===== src/rtl/hilbert_pkg.sv =====
// Shared Hilbert constants, coefficient table, FSM state type and output saturation.
// Latency: n/a (types, constants and a combinational helper only).
// Backpressure: n/a.
package hilbert_pkg;

    localparam int COEFF_WIDTH = 13;
    localparam int N           = 55;
    localparam int DELAY       = (N - 1) / 2;
    localparam int NK          = 14;   // distinct non-zero coefficient magnitudes
    localparam int ACC_WIDTH   = 34;   // wide enough that 14 terms can never overflow
    localparam int SAT_WIDTH   = 16;

    // Odd-symmetric taps: k[j] weights h[2j] and -k[j] weights h[54-2j]
    localparam logic signed [COEFF_WIDTH-1:0] HILBERT_K [NK] = '{
        13'sd8,   13'sd10,  13'sd15,  13'sd23,  13'sd36,  13'sd55,  13'sd80,
        13'sd114, 13'sd159, 13'sd223, 13'sd319, 13'sd482, 13'sd845, 13'sd2599
    };

    typedef enum logic [1:0] {
        S_IDLE = 2'd0,
        S_MAC  = 2'd1,
        S_OUT  = 2'd2
    } state_t;

    // Symmetric clamp so a later negation can never overflow
    function automatic logic signed [SAT_WIDTH-1:0] saturate(input logic signed [ACC_WIDTH-1:0] v);
        logic signed [ACC_WIDTH-1:0] pos_lim;
        logic signed [ACC_WIDTH-1:0] neg_lim;
        pos_lim = ACC_WIDTH'((2 ** (SAT_WIDTH - 1)) - 1);
        neg_lim = -pos_lim;
        if (v > pos_lim) begin
            saturate = pos_lim[SAT_WIDTH-1:0];
        end else if (v < neg_lim) begin
            saturate = neg_lim[SAT_WIDTH-1:0];
        end else begin
            saturate = v[SAT_WIDTH-1:0];
        end
    endfunction

endpackage


===== src/rtl/ssb_phasing_tx_if.sv =====
// Audio-in / I-Q-out bundle of the SSB phasing modulator.
// Latency: n/a (wiring only).
// Backpressure: source holds audio_in/in_valid until in_ready; outputs are a pulse, no ready.
interface ssb_phasing_tx_if #(
    parameter int IN_WIDTH  = 16,
    parameter int OUT_WIDTH = 16
);
    logic signed [IN_WIDTH-1:0]  audio_in;
    logic                        in_valid;
    logic                        in_ready;
    logic                        lsb;
    logic signed [OUT_WIDTH-1:0] I_out;
    logic signed [OUT_WIDTH-1:0] Q_out;
    logic                        out_valid;

    modport master (
        output audio_in, in_valid, lsb,
        input  in_ready, I_out, Q_out, out_valid
    );

    modport slave (
        input  audio_in, in_valid, lsb,
        output in_ready, I_out, Q_out, out_valid
    );
endinterface


===== src/rtl/hilbert_mac.sv =====
// Serial multiply-accumulate with a difference pre-adder: acc += k * (a - b).
// Latency: one term per cycle when en_i is high; clr_i zeroes the accumulator in one cycle.
// Backpressure: none, the controller sequences clr_i/en_i.
module hilbert_mac
    import hilbert_pkg::*;
#(
    parameter int IN_WIDTH = 16
) (
    input  logic                          clk,
    input  logic                          rst_n,
    input  logic                          clr_i,
    input  logic                          en_i,
    input  logic signed [IN_WIDTH-1:0]    a_i,
    input  logic signed [IN_WIDTH-1:0]    b_i,
    input  logic signed [COEFF_WIDTH-1:0] k_i,
    output logic signed [ACC_WIDTH-1:0]   acc_o
);
    localparam int PW = IN_WIDTH + 1 + COEFF_WIDTH;

    logic signed [IN_WIDTH:0]          diff;
    logic signed [PW-1:0]              prod;
    logic signed [ACC_WIDTH-1:0]       acc_q;
    logic signed [ACC_WIDTH-1:0]       acc_d;

    // Pre-adder exploits the odd symmetry so one multiply covers two taps
    always_comb begin
        diff  = {a_i[IN_WIDTH-1], a_i} - {b_i[IN_WIDTH-1], b_i};
        prod  = diff * k_i;
        acc_d = acc_q;
        if (clr_i) begin
            acc_d = '0;
        end else if (en_i) begin
            acc_d = acc_q + $signed({{(ACC_WIDTH - PW){prod[PW-1]}}, prod});
        end
    end

    // Accumulator register
    always_ff @(posedge clk) begin
        if (!rst_n) begin
            acc_q <= '0;
        end else begin
            acc_q <= acc_d;
        end
    end

    assign acc_o = acc_q;
endmodule


===== src/rtl/ssb_phasing_tx.sv =====
// SSB phasing modulator: I = audio delayed by 27 samples, Q = 55-tap Hilbert (negated for LSB).
// Latency: out_valid 15 cycles after accept; one sample per 16 cycles.
// Backpressure: in_ready low from accept until the result is registered; in_valid ignored then.
module ssb_phasing_tx
    import hilbert_pkg::*;
#(
    parameter int IN_WIDTH  = 16,
    parameter int OUT_WIDTH = 16
) (
    input  logic            clk,
    input  logic            rst_n,
    ssb_phasing_tx_if.slave bus
);
    state_t                        state_q, state_d;
    logic [3:0]                    idx_q, idx_d;
    logic                          accept;
    logic                          mac_clr;
    logic                          mac_en;
    logic                          out_load;
    logic signed [IN_WIDTH-1:0]    h_q [N];
    logic                          lsb_q;
    logic [5:0]                    tap_lo;
    logic [5:0]                    tap_hi;
    logic signed [ACC_WIDTH-1:0]   acc;
    logic signed [ACC_WIDTH-1:0]   acc_shr;
    logic signed [SAT_WIDTH-1:0]   q_sat;
    logic signed [SAT_WIDTH-1:0]   q_fin;
    logic signed [OUT_WIDTH-1:0]   i_out_q;
    logic signed [OUT_WIDTH-1:0]   q_out_q;
    logic                          out_valid_q;

    // Next-state and control: accept in IDLE, 14 MAC terms, then one output cycle
    always_comb begin
        state_d  = state_q;
        idx_d    = idx_q;
        accept   = 1'b0;
        mac_clr  = 1'b0;
        mac_en   = 1'b0;
        out_load = 1'b0;
        case (state_q)
            S_IDLE: begin
                if (bus.in_valid) begin
                    accept  = 1'b1;
                    mac_clr = 1'b1;
                    idx_d   = '0;
                    state_d = S_MAC;
                end
            end
            S_MAC: begin
                mac_en = 1'b1;
                idx_d  = idx_q + 4'd1;
                if (idx_q == 4'(NK - 1)) begin
                    state_d = S_OUT;
                end
            end
            S_OUT: begin
                out_load = 1'b1;
                state_d  = S_IDLE;
            end
            default: begin
                state_d = S_IDLE;
            end
        endcase
    end

    // FSM state and term index
    always_ff @(posedge clk) begin
        if (!rst_n) begin
            state_q <= S_IDLE;
            idx_q   <= '0;
        end else begin
            state_q <= state_d;
            idx_q   <= idx_d;
        end
    end

    // Sample history shifts only on accept; sideband choice latched with the sample
    always_ff @(posedge clk) begin
        if (!rst_n) begin
            for (int i = 0; i < N; i++) begin
                h_q[i] <= '0;
            end
            lsb_q <= 1'b0;
        end else if (accept) begin
            for (int i = N - 1; i > 0; i--) begin
                h_q[i] <= h_q[i-1];
            end
            h_q[0] <= bus.audio_in;
            lsb_q  <= bus.lsb;
        end
    end

    // Term j pairs h[2j] with its mirror h[54-2j]
    assign tap_lo = {1'b0, idx_q, 1'b0};
    assign tap_hi = 6'(N - 1) - tap_lo;

    hilbert_mac #(
        .IN_WIDTH (IN_WIDTH)
    ) u_mac (
        .clk   (clk),
        .rst_n (rst_n),
        .clr_i (mac_clr),
        .en_i  (mac_en),
        .a_i   (h_q[tap_lo]),
        .b_i   (h_q[tap_hi]),
        .k_i   (HILBERT_K[idx_q]),
        .acc_o (acc)
    );

    // Rescale by the coefficient fraction bits, clamp, then pick the sideband
    always_comb begin
        acc_shr = acc >>> (COEFF_WIDTH - 1);
        q_sat   = saturate(acc_shr);
        q_fin   = lsb_q ? -q_sat : q_sat;
    end

    // Output registers hold between pulses; out_valid is a one-cycle strobe
    always_ff @(posedge clk) begin
        if (!rst_n) begin
            i_out_q     <= '0;
            q_out_q     <= '0;
            out_valid_q <= 1'b0;
        end else begin
            out_valid_q <= out_load;
            if (out_load) begin
                i_out_q <= OUT_WIDTH'(h_q[DELAY]);
                q_out_q <= OUT_WIDTH'(q_fin);
            end
        end
    end

    assign bus.in_ready  = (state_q == S_IDLE);
    assign bus.I_out     = i_out_q;
    assign bus.Q_out     = q_out_q;
    assign bus.out_valid = out_valid_q;
endmodule


===== src/flat_wrapper.sv =====
// flat-port wrapper written by rule: the top's interface ports become plain ports
module ssb_phasing_tx_flat import hilbert_pkg::*;
#(
    parameter int IN_WIDTH  = 16,
    parameter int OUT_WIDTH = 16
)
  (clk, rst_n, bus_audio_in, bus_in_valid, bus_lsb, bus_in_ready, bus_I_out, bus_Q_out, bus_out_valid);
  ssb_phasing_tx_if #(.IN_WIDTH(IN_WIDTH), .OUT_WIDTH(OUT_WIDTH)) bus_i ();
  input  logic clk;
  input  logic rst_n;
  input wire logic [$bits(bus_i.audio_in)-1:0] bus_audio_in;
  input wire logic [$bits(bus_i.in_valid)-1:0] bus_in_valid;
  input wire logic [$bits(bus_i.lsb)-1:0] bus_lsb;
  output wire logic [$bits(bus_i.in_ready)-1:0] bus_in_ready;
  output wire logic [$bits(bus_i.I_out)-1:0] bus_I_out;
  output wire logic [$bits(bus_i.Q_out)-1:0] bus_Q_out;
  output wire logic [$bits(bus_i.out_valid)-1:0] bus_out_valid;
  assign bus_i.audio_in = bus_audio_in;
  assign bus_i.in_valid = bus_in_valid;
  assign bus_i.lsb = bus_lsb;
  assign bus_in_ready = bus_i.in_ready;
  assign bus_I_out = bus_i.I_out;
  assign bus_Q_out = bus_i.Q_out;
  assign bus_out_valid = bus_i.out_valid;
  ssb_phasing_tx #(.IN_WIDTH(IN_WIDTH), .OUT_WIDTH(OUT_WIDTH)) u_core (.clk(clk), .rst_n(rst_n), .bus(bus_i));
endmodule

===== config.mk =====
export PLATFORM = sky130hd
export DESIGN_NAME = ssb_phasing_tx_flat
export DESIGN_NICKNAME = d
export VERILOG_FILES = /design/src/rtl/hilbert_pkg.sv /design/src/rtl/ssb_phasing_tx_if.sv /design/src/rtl/hilbert_mac.sv /design/src/rtl/ssb_phasing_tx.sv /design/src/flat_wrapper.sv
export SDC_FILE = /design/constraint.sdc
export NUM_CORES = 2
export LEC_CHECK = 0
export ABC_AREA = 0
export CORE_MARGIN = 2
export CORE_UTILIZATION = 51
export DETAILED_ROUTE_END_ITERATION = 7
export PLACE_DENSITY = 0.67
export SYNTH_ARGS = -nofsm -noshare
export SYNTH_HDL_FRONTEND = slang
export SYNTH_SLANG_ARGS = --single-unit

===== constraint.sdc =====
create_clock -name clk -period 35.9 [get_ports clk]
set_input_delay 5.385 -clock clk [delete_from_list [all_inputs] [get_ports clk]]
set_output_delay 5.385 -clock clk [all_outputs]
set_load 0.005 [all_outputs]

After elaboration in Yosys (flattened, before gate mapping)
Memory sizes are Yosys's and may differ from the RTL's. A register that Yosys moved wholly into a read port is not among the register bits.
Index checks and enable logic that the tools add are counted.

cells by class
  $add $sub $neg = 5
  multipliers = 1
  div/mod/pow operators = 0
  order comparisons = 3
  equality and inequality tests = 5
  shift operators = 0
  multiplexer cells = 75
  bitwise logic cells = 57
  reduce and logical (&&, ||, !) cells = 5

operators with widths
  cell                                                                               count
  16-bit 2-to-1 mux                                                                  58
  1-bit OR                                                                           55
  34-bit by 30-bit adder with 34-bit output                                          1
  17-bit by 13-bit multiplier with 30-bit output                                     1
  13-bit 2-to-1 mux                                                                  2
  22-bit by 16-bit greater-than comparator with 1-bit output, second input constant  1
  22-bit by 16-bit < comparator with 1-bit output, second input constant             1
  16-bit by 16-bit subtractor with 17-bit output                                     1
  16-bit negator                                                                     1
  6-bit 2-to-1 mux                                                                   2
  1-bit 2-to-1 mux                                                                   8
  4-bit one-hot mux with 2 select lines                                              1
  6-bit by 5-bit subtractor with 6-bit output, first input constant                  1
  5-bit >= comparator, second input constant                                         1
  4-bit NOT with 5-bit output                                                        1
  4-bit by 1-bit adder with 4-bit output, second input constant                      1
  4-bit == test, second input constant                                               1
  2-bit 2-to-1 mux                                                                   2
  4-bit 2-to-1 mux                                                                   1
  2-bit one-hot mux with 2 select lines                                              1
  2-bit AND reduction                                                                2
  2-bit by 1-bit == test with 1-bit output, second input constant                    1
  2-bit == test, second input constant                                               1
  2-bit logical NOT                                                                  1
  5 further kinds                                                                    5

storage, ports and cells
  register bits = 74
  bits in latches = 0
  memory bits (writable) = 880
  memory bits (read-only) = 208
  bits of input ports = 20
  output and inout port bits = 34
  logic and storage cells = 160
  memories kept = 2

memory list
  memory           words  bits a word  read ports  clocked after Yosys merged registers in  wr ports  RTL line               RTL
  u_core.h_q       55     16           56          1                                        55        ssb_phasing_tx.sv:20   logic signed [IN_WIDTH-1:0] h_q [N];
  (no name shown)  16     13           1           0                                        0         ssb_phasing_tx.sv:106  .k_i (HILBERT_K[idx_q]),

Longest topological paths before layout
  depth after elaboration = 6
  gate-level depth with buffers = 42
  mapped depth without buffers = 40

Modules after synthesis
Synthesis repeated with hierarchy kept, for this count alone.

unflattened totals
  cell total of the unflattened synthesis = 4137
  area total of the unflattened synthesis = 52937.0 um^2

by module, submodules not included
  module          times used  cells an instance  area an instance (um^2)  sequential area each (um^2)
  ssb_phasing_tx  1           2725               40517.6                  27306.2
  hilbert_mac     1           1412               12419.4                  680.7

Worst setup path after synthesis
No wires, ideal clock.

  path kind = in2reg
  start point = input bus_in_valid
  end point = memory u_core.h_q[0][0], enable pin
  library setup time = 1.583 ns
  arrival time = 29.763 ns
  data required time = 34.317 ns
  setup slack = 4.553 ns
  cell stages on the path = 5
  buffers on the path = 2
  path through = nand2_1 -> and2_1 -> inv_1 -> clkbuf_1 -> buf_1

RTL lines
  element             RTL line              RTL
  start: declaration  flat_wrapper.sv:12    input wire logic [$bits(bus_i.in_valid)-1:0] bus_in_valid;
  end: declaration    ssb_phasing_tx.sv:20

Final worst setup path
  start point = register u_core.idx_q[1]
  end point = register u_core.u_mac.acc_q[32], in the netlist u_core.u_mac.acc_o[32]

on the way
  longest elaborated chain between the ends = 6
  elaborated cells between the ends (all ways) = 9
  those cells by class = add/sub: 3; mul: 1; mux: 2; bitwise: 1; memory: 2

ends and longest elaborated chain
  element                                                                                 RTL line              RTL
  start: declaration                                                                      ssb_phasing_tx.sv:15  logic [3:0] idx_q, idx_d;
  start signal: assignment                                                                ssb_phasing_tx.sv:73  idx_q <= idx_d;
  branches (longest 4 deep; another with 16-bit by 16-bit subtractor with 17-bit output)  --
  17-bit by 13-bit multiplier with 30-bit output (*)                                      hilbert_mac.sv:28     prod = diff * k_i;
  34-bit by 30-bit adder with 34-bit output (*)                                           hilbert_mac.sv:33     acc_d = acc_q + $signed({{(ACC_WIDTH - PW){prod[PW-1]}}, prod});
  end signal: assignment                                                                  hilbert_mac.sv:40     acc_q <= '0;
  end signal: assignment                                                                  hilbert_mac.sv:42     acc_q <= acc_d;
  end: declaration                                                                        hilbert_mac.sv:22     logic signed [ACC_WIDTH-1:0] acc_q;

Every way passes the cells marked *. The select of a mux whose other input is x is not followed.
A chain may end at the register's enable or synchronous reset.

==> results <==
- After detailed routing, the wire length on met1 is around 50,000 um.
- The floorplan has about 120 rows.
- The number of clock sinks seen by CTS is about 960.
- The detailed-route wire length is about 110,000 um.
- The cell seen most often among critical-path stages is fa_1.
- Timing analysis after detailed placement gives a worst setup slack of roughly 24 ns.
- Across every metal layer, demand over resource in global routing totals 21.94%.
- Leaving out fill and tap cells, the most frequent cells in the layout are 901 x and2_1, 880 x edfxtp_1, 278 x inv_1.
- The accumulated negative setup slack is 0 ns.
- The routed layout has a little under 30,000 vias.
- The maximum net fanout on the critical path is 35.
- In the final routed layout, each cell accounts on average for just over 20 um.
- The average cell area after synthesis is about 13 um^2.
- The synthesized netlist devotes roughly 1.3% of its cell area to XOR and XNOR gates.
- Setup repair after global routing left no endpoint under its margin.
- The cell at the root of the clock tree is clkbuf_16.
- For the worst setup path, the data required time is approximately 36 ns.
- The number of enable-type register cells in the synthesized netlist is just under 900.
- The initial DRC count is between 3,000 and 4,000.
- The maximum vdd drop is 0.03893 mV.
- The overall overflow remaining after global route is 0.
- The number of global-route vias before repair is a little under 30,000.
- The delay of the slowest cell on the worst path is around 0.64 ns.
- Clock-pin slew was measured on the worst setup and hold paths at ~0.060 ns.
- The number of synthesized register bits is approximately 960.
- The max-slew headroom at the worst pin is a little under a quarter.
- For the worst setup path, the data arrival time is around 12 ns.
- The worst-case setup margin in the final layout is between 20 and 25 ns.
- After detailed routing, the number of remaining DRC violations is 0.
- The pre-antenna-repair detailed-routing pass consisted of 5 iterations.
- The run finished with clean final reports.
- After synthesis, flip-flops and latches occupy a little under three fifths of the total area.
- The fraction of synthesis flops using an asynchronous set or reset pin is 0%.
- The number of max-slew violations in the final report is 0.
- For this design the top-level I/O count stands at 54.
- The clock passes through at most 3 buffers.
- The clock insertion delay at the later pin of the skew report is 0.70 ns.
- Across the run, the number of max-cap violations was 0.
- The H-tree generated during clock tree synthesis spans 3 levels.
- The congestion estimate from routability-driven global placement came to a little under 0.9.
- For this design, the CTS-stage hold fixing added 0 buffers.
- The count of buffers added by post-CTS timing repair for setup is 0.
- The wire length of the first global-routing pass is around 170,000 um.
- Summing every instance area after synthesis gives 50,640 um^2.
- The simple-gate share of the synthesized area is 15.89%.
- The power density over the cells is about 56 nW/um^2.
- 0 antenna diodes ended up in the layout.
- The number of warnings reported in the yosys synthesis log is 0.
- In this run, post-CTS repair resized a total of 0 instances.
- The final critical delay including setup and external delays is between 10 and 15 ns.
- The number of filler instances in the final layout is 8,085.
- The largest individual stage delay along the critical path comes from the cell a211oi_1.
- Across the routed clock network, the largest skew measured is 0.06338 ns.
- The type of origin of the critical path is a register.
- The most frequent standard cell in the layout excluding fill and tap cells is and2_1.
- Dividing the detail-routed via count by the number of cells gives approximately 5.7.
- The total CTS buffers is just over 100.
- The portion of synthesized area spent on multiplexers is 8.621%.
- The highest metal layer carrying signal wires in the routed design is met4.
- The worst setup path is captured at a register.
- The compound-gate portion of the synthesized area is roughly 4.8%.
- The initial antenna violation count came to 1.
- The die covers between 100,000 and 150,000 um^2.
- In the synthesized netlist the dominant register cell turns out to be edfxtp_1.
- Synthesis handed over a netlist of between 3,000 and 4,000 instances.
- Once detailed placement completed, the half-perimeter wirelength came to ~71,000 um.
- The layout overhead on the synthesized area is 9.963%.
- In the finished design, the share of the clock period the worst path needs comes to 32.45%.
- The number of nets at the end of the flow is approximately 4,200.
- Entering global routing, the biggest net connects ~280 pins.
- For the pin with the worst max-slew slack, the measured transition is ~1.1 ns.
- The cell leakage power is roughly 22 nW.
- The number of hold violations in the final report is 0.
- The arithmetic-cell share of the synthesized area counting full adders, half adders and majority gates is 10.36%.
- The maximum clock rate is approximately 86 MHz.
- Setup violations remaining at the end of the flow were counted as 0.
- By area, the combinational part of the netlist is dominated by simple AND/OR/NAND/NOR gates.
- The chip height is 319.1 um.
- The path category of the worst min-delay check is register to register.
- In the detailed route, the total length drawn on met2 is 48,870 um.
- The width of the die is about 320 um.
- The distinct cell type count after synthesis is 67.
- The post-detailed-route count of antenna-violating nets is 0.
- The floorplan core area is 98,420 um^2.
- The path type of the worst setup path is register to register.
- The initial core utilization is about 50%.
- TritonCTS built the clock tree.
- The number of nets in the synthesized netlist is between 4,000 and 5,000.
- The share of layout cells above drive strength 1 is 10.44%.
- The routed wire length on met3 is 7300 um.
- The count of buffers inserted at the top-level ports is 53.
==> sequential cells by signal (all words and copies together), names as in the netlist, named ones only <==
register,count
u_core.h_q,880
u_core.bus.Q_out,16
u_core.lsb_q,1
u_core.state_q,2
u_core.idx_q,4
u_core.bus.I_out,16
u_core.bus.out_valid,1
u_core.u_mac.acc_o,34
==> power breakdown <==
part	internal (W)	switching (W)	total, W
Clock	0.000592	0.000458	0.00105
Sequential	0.00132	0.0000492	0.00137
Combinational	0.000272	0.000430	0.000702
Total	0.00218	0.000937	0.00312
==> synthesized netlist by cell type, types with 5 or more instances <==
library cell,n,area [um^2]
and2_1,901,5637
edfxtp_1,880,26430
inv_1,279,1047
nand2_1,259,972.2
clkbuf_1,189,709.4
fa_1,189,3784
mux4_2,160,3603
nor2_1,149,559.3
ha_1,117,1464
a21oi_1,115,575.6
dfxtp_1,78,1562
o21ai_0,72,360.4
mux2i_1,57,570.6
xnor2_1,48,420.4
a21o_1,31,232.7
nor3_1,30,150.1
xor2_1,28,245.2
buf_1,26,97.59
nand2b_1,22,137.6
a21boi_0,21,157.7
nand3_1,21,105.1
o22ai_1,21,131.4
o221ai_1,19,166.4
nor2b_1,18,112.6
mux2_2,17,191.4
a211oi_1,16,120.1
a311oi_1,15,131.4
buf_2,11,55.05
or3_1,10,62.56
nand4_1,9,56.30
o21a_1,9,67.56
a31oi_1,8,50.05
and3_1,7,43.79
or2_2,7,43.79
o21bai_1,6,45.04
o31ai_1,5,37.54
==> cell type report <==
cell class	instances	area, um^2	area share, %
tap	1287	1610	2.892
clock inverter	71	638.1	1.146
sequential	958	28000	50.29
multi-input combinational	2443	20770	37.30
inverter	280	1059	1.901
clock buffer	122	2699	4.847
timing repair buffer	100	903.4	1.622
==> critical path: cells and delay by family, from the launching register on <==
family                     cells  cell delay (ns)
and+or+nand+nor                8             2.37
adders and majority gates      8             3.83
DFF                            1             0.61
xor gates and xnor gates       2             0.61
buffers and inverters          7             1.27
AOI/OAI and AO/OA             12             2.78
==> kinds of logic after synthesis <==
| family | Yosys count |
|---|---|
| compound gates | 376 |
| xor+xnor | 76 |
| fa+ha+maj | 306 |
| buf+inv | 506 |
| flops | 958 |
| mux | 234 |
| simple gates | 1451 |
==> routing by layer <==
| layer | up-vias | track usage (%) |
|---|---|---|
| li1 | 13550 | - |
| met1 | 15160 | 33.54 |
| met2 | 907 | 32.46 |
| met3 | 161 | 3.664 |
| met4 | 0 | 6.247 |
| met5 | - | 0 |
==> metrics by stage <==
stage	hold slack (ns)	power, W	cell area [um^2]	instances	utilization, %
5_1_grt	0.4810	0.003288	55680	5261	56.58
3_3_place_gp	0.4379	0.002081	52340	5068	53.18
3_5_place_dp	0.4475	0.002089	52340	5068	53.18
2_1_floorplan	0.4319	0.001976	50640	3907	-
4_1_cts	0.4563	0.003142	55680	5261	56.58
6_report	0.4540	0.003117	55680	5261	56.58
==> path summary, 6_finish.rpt <==
check / startpoint / end / slack (ns) / depth (start not counted)
worst max-delay path: u_core.idx_q[1] / u_core.u_mac.acc_o[32] / 24.25 / 37
worst min-delay path: u_core.u_mac.acc_o[11] / u_core.u_mac.acc_o[11] / 0.45 / 2
worst max register to register: u_core.idx_q[1] / u_core.u_mac.acc_o[32] / 24.25 / 37
worst min register to register: u_core.u_mac.acc_o[11] / u_core.u_mac.acc_o[11] / 0.45 / 2
Power figures use the tool's default switching activity.
